==> config.mk <==
export PLATFORM = sky130hd
export DESIGN_NAME = pc_stack_flat
export DESIGN_NICKNAME = d
export VERILOG_FILES = /design/src/rtl/pc_stack_if.sv /design/src/rtl/pc_stack.sv /design/src/flat_wrapper.sv
export SDC_FILE = /design/constraint.sdc
export NUM_CORES = 1
export LEC_CHECK = 0
export CAP_MARGIN = 10
export CORE_UTILIZATION = 30
export DETAILED_ROUTE_END_ITERATION = 10
export PLACE_DENSITY_LB_ADDON = 0.15
export SLEW_MARGIN = 20
export SYNTH_ARGS = -nofsm -noshare
export SYNTH_HDL_FRONTEND = slang
export SYNTH_SLANG_ARGS = --single-unit
==> constraint.sdc <==
create_clock -name clk -period 11 [get_ports clk]
set_clock_uncertainty 0.2 [all_clocks]
set_input_delay 1.1 -clock clk [delete_from_list [all_inputs] [get_ports clk]]
set_output_delay 1.1 -clock clk [all_outputs]
set_load 0.01 [all_outputs]
==> src/rtl/pc_stack_if.sv <==
// Request/response bundle between a sequencer and the program-counter
// stack: jump, branch, call and return requests in, PC and stack status out.
interface pc_stack_if #(
  parameter int WIDTH = 16,
  parameter int DEPTH = 8
);
  localparam int DW = $clog2(DEPTH) + 1;

  logic [WIDTH-1:0] in;
  logic             load;
  logic             inc;
  logic             rel;
  logic             call;
  logic             ret;
  logic             stall;
  logic [WIDTH-1:0] out;
  logic [DW-1:0]    depth;
  logic             full;
  logic             empty;
  logic [1:0]       err;

  modport master (
    output in, load, inc, rel, call, ret, stall,
    input  out, depth, full, empty, err
  );

  modport slave (
    input  in, load, inc, rel, call, ret, stall,
    output out, depth, full, empty, err
  );
endinterface

==> src/rtl/pc_stack.sv <==
// Program counter with a return-address stack (load > call > ret > rel > inc).
// Define PC_STACK_ERR_EN to add sticky overflow/underflow flags on err.
module pc_stack #(
  parameter int               WIDTH     = 16,
  parameter int               DEPTH     = 8,
  parameter logic [WIDTH-1:0] RESET_VEC = '0
) (
  input  logic         clk,
  input  logic         reset,
  pc_stack_if.slave    bus
);
  localparam int PW = $clog2(DEPTH);
  localparam int DW = PW + 1;

  typedef enum logic [2:0] {
    OP_HOLD, OP_LOAD, OP_CALL, OP_RET, OP_REL, OP_INC
  } op_e;

  op_e              op;
  logic [WIDTH-1:0] out_q, out_d;
  logic [DW-1:0]    depth_q, depth_d;
  logic [WIDTH-1:0] stack_q [DEPTH];
  logic [PW-1:0]    top_idx;
  logic             full, empty;
  logic             push;
  logic             ovf, udf;

  assign full    = (depth_q == DW'(DEPTH));
  assign empty   = (depth_q == '0);
  assign top_idx = PW'(depth_q - DW'(1));

  always_comb begin
    // NOTE: every output of this block is given a default first so no path
    // leaves a variable unassigned, which would otherwise infer a latch.
    op      = OP_HOLD;
    out_d   = out_q;
    depth_d = depth_q;
    push    = 1'b0;
    ovf     = 1'b0;
    udf     = 1'b0;

    if      (bus.load) op = OP_LOAD;
    else if (bus.call) op = OP_CALL;
    else if (bus.ret)  op = OP_RET;
    else if (bus.rel)  op = OP_REL;
    else if (bus.inc)  op = OP_INC;

    if (!bus.stall) begin
      unique case (op)
        OP_LOAD: out_d = bus.in;
        OP_CALL: begin
          if (!full) begin
            push    = 1'b1;
            depth_d = depth_q + DW'(1);
            out_d   = bus.in;
          end else begin
            ovf = 1'b1;
          end
        end
        OP_RET: begin
          if (!empty) begin
            out_d   = stack_q[top_idx];
            depth_d = depth_q - DW'(1);
          end else begin
            udf = 1'b1;
          end
        end
        // Two's-complement offset: plain modular addition gives signed behaviour.
        OP_REL:  out_d = out_q + bus.in;
        OP_INC:  out_d = out_q + WIDTH'(1);
        default: ;
      endcase
    end
  end

  // NOTE: state registers use non-blocking assignments so every flop samples
  // the pre-edge values regardless of statement order.
  always_ff @(posedge clk or negedge reset) begin
    if (!reset) begin
      out_q   <= RESET_VEC;
      depth_q <= '0;
    end else begin
      out_q   <= out_d;
      depth_q <= depth_d;
    end
  end

  // NOTE: stack storage is deliberately not reset; depth_q == 0 already marks
  // every entry invalid, so clearing the array would only add reset fan-out.
  always_ff @(posedge clk) begin
    if (push) stack_q[depth_q[PW-1:0]] <= out_q + WIDTH'(1);
  end

`ifdef PC_STACK_ERR_EN
  logic [1:0] err_q;

  always_ff @(posedge clk or negedge reset) begin
    if (!reset) err_q <= 2'b00;
    else        err_q <= err_q | {udf, ovf};
  end

  assign bus.err = err_q;
`else
  logic unused_flags;
  assign unused_flags = ovf ^ udf;
  assign bus.err      = 2'b00;
`endif

  assign bus.out   = out_q;
  assign bus.depth = depth_q;
  assign bus.full  = full;
  assign bus.empty = empty;
endmodule

==> src/flat_wrapper.sv <==
// flat-port wrapper written by rule: the top's interface ports become plain ports
module pc_stack_flat 
#(
  parameter int               WIDTH     = 16,
  parameter int               DEPTH     = 8,
  parameter logic [WIDTH-1:0] RESET_VEC = '0
)
  (clk, reset, bus_in, bus_load, bus_inc, bus_rel, bus_call, bus_ret, bus_stall, bus_out, bus_depth, bus_full, bus_empty, bus_err);
  pc_stack_if #(.WIDTH(WIDTH), .DEPTH(DEPTH)) bus_i ();
  input  logic clk;
  input  logic reset;
  input wire logic [$bits(bus_i.in)-1:0] bus_in;
  input wire logic [$bits(bus_i.load)-1:0] bus_load;
  input wire logic [$bits(bus_i.inc)-1:0] bus_inc;
  input wire logic [$bits(bus_i.rel)-1:0] bus_rel;
  input wire logic [$bits(bus_i.call)-1:0] bus_call;
  input wire logic [$bits(bus_i.ret)-1:0] bus_ret;
  input wire logic [$bits(bus_i.stall)-1:0] bus_stall;
  output wire logic [$bits(bus_i.out)-1:0] bus_out;
  output wire logic [$bits(bus_i.depth)-1:0] bus_depth;
  output wire logic [$bits(bus_i.full)-1:0] bus_full;
  output wire logic [$bits(bus_i.empty)-1:0] bus_empty;
  output wire logic [$bits(bus_i.err)-1:0] bus_err;
  assign bus_i.in = bus_in;
  assign bus_i.load = bus_load;
  assign bus_i.inc = bus_inc;
  assign bus_i.rel = bus_rel;
  assign bus_i.call = bus_call;
  assign bus_i.ret = bus_ret;
  assign bus_i.stall = bus_stall;
  assign bus_out = bus_i.out;
  assign bus_depth = bus_i.depth;
  assign bus_full = bus_i.full;
  assign bus_empty = bus_i.empty;
  assign bus_err = bus_i.err;
  pc_stack #(.WIDTH(WIDTH), .DEPTH(DEPTH), .RESET_VEC(RESET_VEC)) u_core (.clk(clk), .reset(reset), .bus(bus_i));
endmodule
# Yosys cells after proc, flatten, opt, wreduce, memory -nomap -nowiden
# Memories as Yosys holds them, arrays and structs flattened.
# Cells that the tools add are included.
[word_totals]
ff_bits = 20
ram_bits = 128
input_bits = 24
output_inout_bits = 24
mem_count = 1
[mem_list]
columns = ["memory", "words", "width", "rd", "rd_clocked_by_memory_dff", "write_ports", "line_no", "text"]
rows = [
  ["u_core.stack_q", 8, 16, 1, 0, 1, "pc_stack.sv:22", "logic [WIDTH-1:0] stack_q [DEPTH];"],
]
[classes]
add_sub_neg = 4
n_eq_ne = 8
n_mux = 16
bitwise = 1
reduce_logical = 5
[op_table]
columns = ["operator", "n"]
rows = [
  ["case mux 16 bit (5 select lines)", 1],
  ["2-to-1 mux 16 bit", 2],
  ["adder 16 x 1 -> 16 bit, second input constant", 1],
  ["adder 16 bit", 1],
  ["2-to-1 mux 3 bit", 5],
  ["2-to-1 mux 4 bit", 2],
  ["case mux 4 bit (2 select lines)", 1],
  ["AND reduction 4 bit", 2],
  ["== test 3 x 2 -> 1 bit, second input constant", 2],
  ["== test 3 bit, second input constant", 2],
  ["2-to-1 mux 1 bit", 5],
  ["nonzero test 5 bit", 1],
  ["adder 4 x 1 -> 4 bit, second input constant", 1],
  ["== test 4 bit, second input constant", 1],
  ["logical NOT 4 bit", 1],
  ["inequality test 2 bit, second input constant", 2],
  ["subtractor 4 x 1 -> 4 bit, second input constant", 1],
  ["== test 3 x 1 -> 1 bit, second input constant", 1],
  ["nonzero test 2 bit", 1],
  ["NOT 1 bit", 1],
]

# Longest topological paths before layout
[logic_depth]
depth_word = 10
ltp_mapped = 13

# Worst setup path before layout
# Ideal clock, no wire load.
[synth_timing]
path_kind = "reg-to-reg"
startpoint = "register u_core.depth_q[0], in the netlist u_core.bus.depth[0]"
endpoint = "memory u_core.stack_q[1][0], enable pin"
setup_time_ns = 0.409
t_arrival_ns = 3.289
setup_slack_ns = 7.102
path_stages_with_launch = 11
n_path_buf = 3
period_less_slack_ns = 3.898
cell_sequence = "dfrtp_1 -> buf_2 -> buf_4 -> buf_2 -> inv_1 -> ha_1 -> nand2b_1 -> o21ai_1 -> nor3_1 -> nand2_1 -> nor3_1"
[synth_between]
elab_chain_cells = 6
[synth_lines]
columns = ["element", "line_no", "text"]
rows = [
  ["start: declaration", "pc_stack.sv:21", "logic [DW-1:0] depth_q, depth_d;"],
  ["start signal: assignment", "pc_stack.sv:84", "depth_q <= depth_d;"],
  ["== test 4 bit", "pc_stack.sv:28", "assign full = (depth_q == DW'(DEPTH));"],
  ["2-to-1 mux 1 bit", "pc_stack.sv:52", "if (!full) begin"],
  ["2-to-1 mux 1 bit", "pc_stack.sv:49", "unique case (op)"],
  ["2-to-1 mux 1 bit", "pc_stack.sv:48", "if (!bus.stall) begin"],
  ["2-to-1 mux 1 bit", "pc_stack.sv:91", "if (push) stack_q[depth_q[PW-1:0]] <= out_q + WIDTH'(1);"],
  ["2-to-1 mux 1 bit (not written as such)", "pc_stack.sv:91", ""],
  ["end: declaration", "pc_stack.sv:22", ""],
]
# Parallel ways exist; a longest one is shown, timed or not.

# Worst setup path in the final report
[layout_timing]
startpoint = "register u_core.depth_q[0], in the netlist u_core.bus.depth[0]"
endpoint = "register u_core.out_q[14], in the netlist u_core.bus.out[14]"
[layout_between]
elab_chain_cells = 4
word_cells_on_any_way = 9
classes_between = "1 x add/sub; 3 x eq/ne; 2 x mux; 2 x reduce/logical; 1 x memory"
[layout_lines]
columns = ["element", "line_no", "text"]
rows = [
  ["subtractor 4 x 1 -> 4 bit", "pc_stack.sv:30", "assign top_idx = PW'(depth_q - DW'(1));"],
  ["memory (8 x 16 bit)", "n/a", ""],
  ["2-to-1 mux 16 bit", "pc_stack.sv:61", "if (!empty) begin"],
  ["case mux 16 bit (5 select lines)", "pc_stack.sv:49", ""],
  ["end signal: assignment", "pc_stack.sv:83", "out_q <= out_d;"],
  ["end: declaration", "pc_stack.sv:20", "logic [WIDTH-1:0] out_q, out_d;"],
]
# Parallel ways exist; a longest one is shown, timed or not. The select of a mux whose other input is x is not followed.
# A chain may end at the register's enable or synchronous reset.

==> impl_metrics.json <==
{
  "remaining_drc_errors": 0,
  "utilization_pct": 36.95,
  "cp_max_fo": 37,
  "wire_per_inst_microns": 20.85,
  "cts-root-buf": "clkbuf_16",
  "hold_viol": 0,
  "antenna_found_initial": 0,
  "coreArea_sq_um": 22920,
  "hold_ws_ps": 405.8,
  "p_leak_uw": 0.002815,
  "fp.dieH_microns": 155.6,
  "ys_types": 63,
  "final_cell_mix": "128 x edfxtp_1, 44 x clkdlybuf4s50_1, 32 x nand2_1, 32 x mux4_2, 24 x a21oi_1",
  "grt_usage_pct": 15.63,
  "die_width_microns": 155.6,
  "rsz0062_at_grt": "no",
  "post_cts_resized": 0,
  "insertion_delay_ps": 420,
  "vias": 4483,
  "post-cts-setup-buffer-count": 0,
  "min_path_cells": 1,
  "irDropWorstVdd_mv": 0.1104,
  "clkSinkCount": 148,
  "drv_cap": 0,
  "via_per_inst": 5.231,
  "drt_pass1_iterations": 5,
  "endpoint_kind": "flop",
  "placementRows": 55,
  "grt_pass1_vias": 4557,
  "cts_hold_buf": 0,
  "dp_hpwl_microns": 11870,
  "min_period_over_period_pct": 36.55,
  "hold_class": "flop to flop",
  "tightest_slew_ps": 862.7,
  "htreeDepth": 4,
  "synth_seq_area_share_pct": 61.38,
  "finalWorstSetupSlack_ps": 6979,
  "status": "finished, final reports clean",
  "grt_max_degree": 38,
  "initial_utilization_pct": 30.89,
  "synth-async-reset-ratio_pct": 13.51,
  "path_clk_slew_ps": 60,
  "slew_violations": 0,
  "setup_viol": 0,
  "port_buffers": 45,
  "dieArea_sq_um": 24210,
  "fmax_ghz": 0.2487,
  "synth_edf_count": 128,
  "pre_cts_slack_ps": 6835,
  "mostFrequentLayoutCell": "edfxtp_1",
  "tns_ps": 0,
  "synth_seq_cells": 148,
  "rr_worst_depth": 9,
  "synthesis.area_sq_um": 7078,
  "io_pins": 48,
  "cp.required_ps": 11110,
  "cp-start-kind": "flop",
  "power_density_nw_per_um2": 249.7,
  "overflow": 0,
  "synth_area_per_cell_sq_um": 14.75,
  "ant_nets": 0,
  "layout.nets": 576,
  "gp_congestion": 0.8505,
  "crit_arrival_ps": 4130,
  "drtIter0Drc": 325,
  "min_period_ps": 4021,
  "ys.warnings.count": 0,
  "ys.flop_type": "edfxtp_1",
  "grt_pass1_wl_microns": 27140,
  "syn_to_final_growth_pct": 19.62,
  "synthCells": 480,
  "cts_buffers": 17,
  "routed_wl_microns": 17870,
  "drive_above_1_share_pct": 15.63,
  "cts_tree": "yes",
  "critPathKind": "flop to flop",
  "slew_headroom_pct": 42.07,
  "clock_path_buffers": 2,
  "antenna_cells": 0
}
-- cells in the mapped netlist (5+ instances only) --
| cell type | count | share of area (%) |
|---|---|---|
| xnor2_1 | 15 | 1.9 |
| ha_1 | 18 | 3.2 |
| a21o_1 | 5 | 0.53 |
| nand3_1 | 8 | 0.57 |
| o21ai_1 | 11 | 0.78 |
| mux4_2 | 32 | 10 |
| a22oi_1 | 9 | 0.95 |
| nand4_1 | 7 | 0.62 |
| clkbuf_1 | 15 | 0.80 |
| nor3_1 | 5 | 0.35 |
| inv_1 | 9 | 0.48 |
| dfrtp_1 | 20 | 7.1 |
| nand2_1 | 32 | 1.7 |
| mux2i_1 | 6 | 0.85 |
| edfxtp_1 | 128 | 54 |
| a21oi_1 | 24 | 1.7 |
| nor4_1 | 6 | 0.53 |
| nor2_1 | 20 | 1.1 |
| xor2_1 | 14 | 1.7 |
| buf_2 | 6 | 0.42 |
| o21ai_0 | 12 | 0.85 |
-- power by group --
part	leakage, uW	total, uW	internal [uW]	switching (uW)
clock	0.000268	551	313	238
combinational	0.00117	785	349	436
sequential	0.00138	779	712	66.8
-- registers in the layout, summed over array words and instances, names as in the netlist --
| signal | cells |
|---|---|
| u_core.stack_q | 128 |
| u_core.bus.out | 16 |
| u_core.bus.depth | 4 |
-- final timing paths --
kind	start	end	slack, ps
max in group asynchronous	reset	u_core.bus.depth[0]	9700
max reg2reg	u_core.bus.depth[0]	u_core.bus.out[14]	6980
max	u_core.bus.depth[0]	u_core.bus.out[14]	6980
min in group asynchronous	reset	u_core.bus.depth[3]	480
min	u_core.bus.depth[3]	u_core.bus.depth[3]	410
min reg2reg	u_core.bus.depth[3]	u_core.bus.depth[3]	410
-- stage by stage --
| stage | total power, uW | cell area (sq um) | std cells |
|---|---|---|---|
| finish | 2114 | 8467 | 857 |
| global placement | 1580 | 7920 | 827 |
| floorplan | 1322 | 7082 | 481 |
| detailed placement | 1586 | 7915 | 827 |
| CTS | 2144 | 8467 | 857 |
| global route | 2234 | 8467 | 857 |
-- critical path: stages, from the launching register on --
cell and delay (ps):
dfrtp_2 340, buf_4 570, inv_1 220, ha_1 870, buf_4 410, mux4_2 350
a22o_1 260, a2111o_1 350, a31o_1 190, o221a_2 120
-- cell families after synthesis --
family	synth area share [%]
xor+xnor	3.978
other cells	0.05298
simple gates	7.142
flops	61.38
buf+inv	2.068
mux	11.03
compound gates	10.89
fa+ha+maj	3.465
-- layer usage --
layer / GRT usage (%) / part of all wire, %
met1: 19.97 / 45
met2: 26.01 / 49
met3: 3.222 / 4.1
met4: 6.162 / 2.0
met5: 0 / 0
-- cell type report --
| class | count | area (sq um) |
|---|---|---|
| Clock buffer | 17 | 425.4 |
| Clock inverter | 13 | 126.4 |
| Fill cell | 2177 | 14450 |
| Inverter | 9 | 33.78 |
| Multi-Input combinational cell | 299 | 2601 |
| Sequential cell | 148 | 4345 |
| Tap cell | 313 | 391.6 |
| Timing Repair Buffer | 58 | 543.0 |
Note: power is estimated with default switching activity, not from simulation.
